### src/rtl/vga_pkg.sv
// Shared VGA timing constants, the timing-set payload and a timing sanity helper.
package vga_pkg;

  localparam int unsigned VGA_FW = 16;

  localparam int unsigned DEF_H_SIZE = 640;
  localparam int unsigned DEF_H_FP   = 656;
  localparam int unsigned DEF_H_SP   = 752;
  localparam int unsigned DEF_H_MAX  = 800;
  localparam int unsigned DEF_V_SIZE = 480;
  localparam int unsigned DEF_V_FP   = 490;
  localparam int unsigned DEF_V_SP   = 492;
  localparam int unsigned DEF_V_MAX  = 525;
  localparam logic        DEF_HSPP   = 1'b0;
  localparam logic        DEF_VSPP   = 1'b0;

  typedef struct packed {
    logic [VGA_FW-1:0] h_size;
    logic [VGA_FW-1:0] h_fp;
    logic [VGA_FW-1:0] h_sp;
    logic [VGA_FW-1:0] h_max;
    logic [VGA_FW-1:0] v_size;
    logic [VGA_FW-1:0] v_fp;
    logic [VGA_FW-1:0] v_sp;
    logic [VGA_FW-1:0] v_max;
    logic              hspp;
    logic              vspp;
  } vga_timing_t;

  // One axis is usable when size <= fp < sp <= max and the line/frame has at least 2 steps.
  function automatic logic axis_ok(input logic [VGA_FW-1:0] size, input logic [VGA_FW-1:0] fp,
                                   input logic [VGA_FW-1:0] sp, input logic [VGA_FW-1:0] mx);
    return (size <= fp) && (fp < sp) && (sp <= mx) && (mx >= VGA_FW'(2));
  endfunction

endpackage

### src/rtl/vga_delay_line.sv
// Enable-gated register pipeline with a reset value; zero depth is a plain wire.
module vga_delay_line #(
  parameter int unsigned   W       = 1,
  parameter int unsigned   DEPTH   = 2,
  parameter logic [W-1:0]  RST_VAL = '0
) (
  input  logic         clk,
  input  logic         rst,
  input  logic         en,
  input  logic [W-1:0] d,
  output logic [W-1:0] q
);

  generate
    if (DEPTH == 0) begin : g_bypass
      assign q = d;
    end else begin : g_pipe
      logic [W-1:0] stg [DEPTH];

      always_ff @(posedge clk or posedge rst) begin
        if (rst) begin
          for (int i = 0; i < int'(DEPTH); i++) stg[i] <= RST_VAL;
        end else if (en) begin
          stg[0] <= d;
          for (int i = 1; i < int'(DEPTH); i++) stg[i] <= stg[i-1];
        end
      end

      assign q = stg[DEPTH-1];
    end
  endgenerate

endmodule

### src/rtl/vga_timing_gen.sv
// VGA sync/DE generator with run-time timing reload, applied only at frame boundaries.
module vga_timing_gen
  import vga_pkg::*;
#(
  parameter int unsigned WIDTH  = 12,
  parameter int unsigned DELAY  = 2,
  parameter int unsigned H_SIZE = DEF_H_SIZE,
  parameter int unsigned H_FP   = DEF_H_FP,
  parameter int unsigned H_SP   = DEF_H_SP,
  parameter int unsigned H_MAX  = DEF_H_MAX,
  parameter int unsigned V_SIZE = DEF_V_SIZE,
  parameter int unsigned V_FP   = DEF_V_FP,
  parameter int unsigned V_SP   = DEF_V_SP,
  parameter int unsigned V_MAX  = DEF_V_MAX,
  parameter logic        HSPP   = DEF_HSPP,
  parameter logic        VSPP   = DEF_VSPP
) (
  input  logic             clk,
  input  logic             rst,
  input  logic             en,
  input  logic             cfg_we,
  input  logic [WIDTH-1:0] cfg_h_size,
  input  logic [WIDTH-1:0] cfg_h_fp,
  input  logic [WIDTH-1:0] cfg_h_sp,
  input  logic [WIDTH-1:0] cfg_h_max,
  input  logic [WIDTH-1:0] cfg_v_size,
  input  logic [WIDTH-1:0] cfg_v_fp,
  input  logic [WIDTH-1:0] cfg_v_sp,
  input  logic [WIDTH-1:0] cfg_v_max,
  input  logic             cfg_hspp,
  input  logic             cfg_vspp,
  output logic             cfg_pending,
  output logic             cfg_err,
  output logic             hsync,
  output logic             vsync,
  output logic             de,
  output logic [WIDTH-1:0] hdata,
  output logic [WIDTH-1:0] vdata,
  output logic             sof,
  output logic             eol
);

  localparam int unsigned PW = 5 + 2 * WIDTH;

  localparam vga_timing_t DEF_SET = '{
    h_size: VGA_FW'(H_SIZE), h_fp: VGA_FW'(H_FP), h_sp: VGA_FW'(H_SP), h_max: VGA_FW'(H_MAX),
    v_size: VGA_FW'(V_SIZE), v_fp: VGA_FW'(V_FP), v_sp: VGA_FW'(V_SP), v_max: VGA_FW'(V_MAX),
    hspp: HSPP, vspp: VSPP
  };

  // Payload order: hsync, vsync, de, sof, eol, hdata, vdata; syncs idle at the default polarity.
  localparam logic [PW-1:0] RST_VAL = {~HSPP, ~VSPP, {(PW-2){1'b0}}};

  vga_timing_t      act;
  vga_timing_t      pend;
  vga_timing_t      cfg_set_c;
  logic             pend_v;
  logic [WIDTH-1:0] h;
  logic [WIDTH-1:0] v;
  logic             h_last_c;
  logic             v_last_c;
  logic             wrap_c;
  logic             wr_ok_c;
  logic             h_in_sync_c;
  logic             v_in_sync_c;
  logic [PW-1:0]    dec_c;
  logic [PW-1:0]    stage0;
  logic [PW-1:0]    pipe_q;

  always_comb begin
    cfg_set_c = '{
      h_size: VGA_FW'(cfg_h_size), h_fp: VGA_FW'(cfg_h_fp), h_sp: VGA_FW'(cfg_h_sp),
      h_max: VGA_FW'(cfg_h_max), v_size: VGA_FW'(cfg_v_size), v_fp: VGA_FW'(cfg_v_fp),
      v_sp: VGA_FW'(cfg_v_sp), v_max: VGA_FW'(cfg_v_max), hspp: cfg_hspp, vspp: cfg_vspp
    };
    wr_ok_c  = axis_ok(cfg_set_c.h_size, cfg_set_c.h_fp, cfg_set_c.h_sp, cfg_set_c.h_max) &&
               axis_ok(cfg_set_c.v_size, cfg_set_c.v_fp, cfg_set_c.v_sp, cfg_set_c.v_max);
    h_last_c = VGA_FW'(h) == act.h_max - VGA_FW'(1);
    v_last_c = VGA_FW'(v) == act.v_max - VGA_FW'(1);
    wrap_c   = en && h_last_c && v_last_c;
  end

  // Timing-set bookkeeping: a pending set swaps in only on the frame wrap edge.
  always_ff @(posedge clk or posedge rst) begin
    if (rst) begin
      act     <= DEF_SET;
      pend    <= DEF_SET;
      pend_v  <= 1'b0;
      cfg_err <= 1'b0;
    end else begin
      cfg_err <= cfg_we && !wr_ok_c;
      if (wrap_c && pend_v) act <= pend;
      if (cfg_we && wr_ok_c) begin
        pend   <= cfg_set_c;
        pend_v <= 1'b1;
      end else if (wrap_c) begin
        pend_v <= 1'b0;
      end
    end
  end

  assign cfg_pending = pend_v;

  always_ff @(posedge clk or posedge rst) begin
    if (rst) begin
      h <= '0;
      v <= '0;
    end else if (en) begin
      if (h_last_c) begin
        h <= '0;
        v <= v_last_c ? '0 : v + WIDTH'(1);
      end else begin
        h <= h + WIDTH'(1);
      end
    end
  end

  always_comb begin
    h_in_sync_c = (VGA_FW'(h) >= act.h_fp) && (VGA_FW'(h) < act.h_sp);
    v_in_sync_c = (VGA_FW'(v) >= act.v_fp) && (VGA_FW'(v) < act.v_sp);
    dec_c = {
      h_in_sync_c ? act.hspp : ~act.hspp,
      v_in_sync_c ? act.vspp : ~act.vspp,
      (VGA_FW'(h) < act.h_size) && (VGA_FW'(v) < act.v_size),
      (h == '0) && (v == '0),
      h_last_c,
      h,
      v
    };
  end

  always_ff @(posedge clk or posedge rst) begin
    if (rst)     stage0 <= RST_VAL;
    else if (en) stage0 <= dec_c;
  end

  vga_delay_line #(
    .W       (PW),
    .DEPTH   (DELAY),
    .RST_VAL (RST_VAL)
  ) u_delay (
    .clk (clk),
    .rst (rst),
    .en  (en),
    .d   (stage0),
    .q   (pipe_q)
  );

  assign {hsync, vsync, de, sof, eol, hdata, vdata} = pipe_q;

endmodule

### config.mk
export PLATFORM = sky130hd
export DESIGN_NAME = vga_timing_gen
export DESIGN_NICKNAME = d
export VERILOG_FILES = /design/src/rtl/vga_pkg.sv /design/src/rtl/vga_delay_line.sv /design/src/rtl/vga_timing_gen.sv
export SDC_FILE = /design/constraint.sdc
export NUM_CORES = 1
export LEC_CHECK = 0
export CORE_MARGIN = 2
export CORE_UTILIZATION = 45
export CTS_CLUSTER_DIAMETER = 30
export CTS_CLUSTER_SIZE = 16
export DETAILED_ROUTE_END_ITERATION = 16
export GPL_TIMING_DRIVEN = 0
export PLACE_DENSITY = 0.74
export SLEW_MARGIN = 40
export SYNTH_ARGS = -nofsm -noshare
export SYNTH_HDL_FRONTEND = slang
export SYNTH_HIERARCHICAL = 1
export SYNTH_SLANG_ARGS = --single-unit
### constraint.sdc
create_clock -name clk -period 23.5 [get_ports clk]
set_clock_uncertainty 0.2 [all_clocks]
set_input_delay 2.35 -clock clk [delete_from_list [all_inputs] [get_ports clk]]
set_output_delay 2.35 -clock clk [all_outputs]
set_load 0.05 [all_outputs]
==> flow_metrics.env <==
export IMPL_worst_r2r_endpoint="act[22]"
export IMPL_min_delay_start="pend[59]"
export IMPL_via_count=11440
export IMPL_drt_iter0_markers=515
export IMPL_setup_slack_ns=17.01
export IMPL_grt_usage=0.2126
export IMPL_first_global_vias=11820
export IMPL_cts_buffer_depth=3
export IMPL_finalCriticalPeriod_ns=6.492
export IMPL_drv_slew=0
export IMPL_fmax_mhz=154.0
export IMPL_dp_hpwl_um=29430
export IMPL_post_synth_top_area_fraction=0.3563
export IMPL_async_flop_share=1.000
export IMPL_ant_nets=0
export IMPL_worstPathArrival_ns=6.72
export IMPL_ys_seq_elements=309
export IMPL_syn_nets=1643
export IMPL_finish_net_count=1847
export IMPL_grt_pass1_wl_um=64140
export IMPL_clkLatencyLatePin_ns=0.55
export IMPL_cp_cell_sequence="clkdlybuf4s50_1 -> inv_1 -> ha_1 -> nand4_1 -> or4_1 -> nand4_1 -> nand4bb_1 -> clkbuf_1 -> clkbuf_1 -> buf_1 -> mux2_2"
export IMPL_drcViolationCount=0
export IMPL_die_x_um=196.3
export IMPL_port_buffers=131
export IMPL_worst_pin_slew_ns=0.7833
export IMPL_yosysUniqueCellTypes=61
export IMPL_reg2reg_depth=14
export IMPL_wl_um=40190
export IMPL_hold_end="act[59]"
export IMPL_numCtsBuffers=67
export IMPL_setup_viol=0
export IMPL_clkSinkCount=309
export IMPL_holdBufCountCts=0
export IMPL_status="finished clean"
export IMPL_postCtsSetupBuffers=0
export IMPL_slew_headroom=0.4778
export IMPL_wl_per_cell_um=18.92
export IMPL_post_place_ws_ns=16.49
export IMPL_drive_gt1_frac=0.3158
export IMPL_slowest_delay_ns=0.65
export IMPL_antenna_found_initial=0
export IMPL_synth_top_cell_by_area="dfrtp_1"
export IMPL_cts_max_level=3
export IMPL_ctsResizeCount=0
export IMPL_post_route_period_util=0.2763
export IMPL_grt_overflow_total=0
export IMPL_max_cap_violations=0
export IMPL_ys_flop_type="dfrtp_1"
export IMPL_fin_setup_tns_ns=0
export IMPL_diodes=0
export IMPL_globalplace_congestion=0.8390
export IMPL_cp_slowest_cell="or4_1"
export IMPL_crit_type="primary input to flop"
export IMPL_rr_startpoint="act[2]"
export IMPL_rsz0062_at_grt="false"
export IMPL_area_growth_pct=25.73
export IMPL_core_area_mm2=0.03652
export IMPL_cts_root_buf="clkbuf_16"
export IMPL_hold_depth=1
export IMPL_synth_warnings=6
export IMPL_drt_first_pass_iters=5
export IMPL_synth_area_top_cells="dfrtp_1, mux2_2, dfstp_2, ha_1, inv_1"
export IMPL_cp_end_kind="flop"
export IMPL_min_path_type="flop to flop"
export IMPL_netlist_instances=1397
export IMPL_avgViaCountPerCell=5.384
export IMPL_synth_avg_cell_area_um2=11.91
export IMPL_ioPinCount=133
export IMPL_synth_area_mm2=0.01664
export IMPL_p_per_area_mw_per_mm2=94.83
export IMPL_synth_edf_count=0
export IMPL_clkTransAtPathRegs_ns=0.04
export IMPL_hold_worst_slack_ns=0.2947
export IMPL_p_leak_nw=9.701
export IMPL_cp_start_kind="primary input"
export IMPL_start_util=0.4557
export IMPL_yosysSeqAreaShare=0.4700
export IMPL_crit_fanout=10
export IMPL_grt_max_degree=76
export IMPL_ir_drop_v=0.00005198
export IMPL_crit_required_ns=23.73
export IMPL_fillers=2927
export IMPL_rows=70
export IMPL_tritoncts="done"
export IMPL_hold_viol=0
export IMPL_dieHeight_um=196.3
export IMPL_dieArea_mm2=0.03854
export IMPL_r2r_slack_ns=19.54
[cells in the mapped netlist (20+ instances only)]
library cell / n
xor2_1: 20
nor3_1: 21
ha_1: 144
dfrtp_1: 237
a21oi_1: 58
buf_4: 29
nand2_1: 29
mux2_2: 241
o21ai_0: 35
nor2_1: 30
nand4_1: 30
inv_1: 161
mux2_4: 40
dfstp_2: 72
clkbuf_1: 31
[worst max-delay path by stage]
| stage | start | end | slack, ns | depth (start not counted) |
|---|---|---|---|---|
| 3_3_place_gp | rst | pend[85] | 11.26 | 2 |
| 2_1_floorplan | rst | act[0] | 14.16 | 1 |
| 6_report | cfg_h_sp[11] | pend[119] | 17.01 | 11 |
| 3_5_place_dp | cfg_h_sp[11] | pend[117] | 16.49 | 11 |
| 5_1_grt | cfg_h_fp[1] | pend[119] | 16.76 | 13 |
| 4_1_cts | cfg_h_fp[1] | pend[119] | 17.03 | 13 |
[kinds of logic (layout without fill, tap and decap cells)]
logic type               after synthesis  count (layout)  share of synthesized area
adder cells (fa/ha/maj)              144             144                     0.1082
AND/OR/NAND/NOR                      210             210                    0.07119
flip-flops                           309             309                     0.4700
AO/OA/AOI/OAI                        175             175                    0.06630
buffers and inverters                241             500                    0.06532
multiplexers                         286             286                     0.2021
XOR/XNOR                              32              32                    0.01684
[metrics by stage]
step	instance area, um^2	std cells	power, W	util
final	20930	2124	0.001985	0.5730
after global routing	20930	2124	0.002068	0.5730
after CTS	20930	2124	0.002001	0.5730
after detailed placement	18660	2000	0.001065	0.5109
after global placement	18540	1996	0.001042	0.5077
after floorplan	16640	1397	0.0009445	-
[critical path, delay by kind of cell]
family	cells	cell delay, ns
buffers and inverters	5	2.45
multiplexers	1	0.41
AND/OR/NAND/NOR	4	1.16
adder cells (fa/ha/maj)	1	0.34
[where the power goes]
group	internal (W)	switching, W
sequential	0.000666	0.0000779
clock	0.000629	0.000295
combinational	0.000169	0.000147
[registers in the layout (all words and copies together), names as in the netlist]
register	flops
h	12
pend	98
u_delay/g_pipe.stg	29
u_delay/q	29
cfg_err	1
v	12
cfg_pending	1
act	98
stage0	29
[final cells by class]
type,instances,area [um^2],share of cell area
flip-flops and latches,309,7823,0.3738
multi-input cells,847,7741,0.3699
clock buffers,94,1932,0.09231
repair buffers,135,1414,0.06756
inverters,161,614.3,0.02936
well taps,468,585.6,0.02798
plain buffers,80,483.0,0.02308
clock inverters,30,335.3,0.01602
[layer usage]
layer | track usage | wire length [um]
met2 | 0.3445 | 18730
met5 | 0 | 0
met1 | 0.2799 | 17870
met3 | 0.03507 | 1997
met4 | 0.09820 | 1588
[cell usage in the layout, fill, tap and decap left out, types with 30 or more instances in the layout]
master	synthesis	layout
a21oi_1	58	58
clkbuf_1	31	46
clkbuf_16	0	70
clkdlybuf4s50_1	0	131
dfrtp_1	237	237
dfstp_2	72	72
ha_1	144	144
inv_1	161	159
mux2_2	241	241
mux2_4	40	40
nand4_1	30	30
nor2_1	30	30
o21ai_0	35	35
Power figures use the tool's default switching activity.
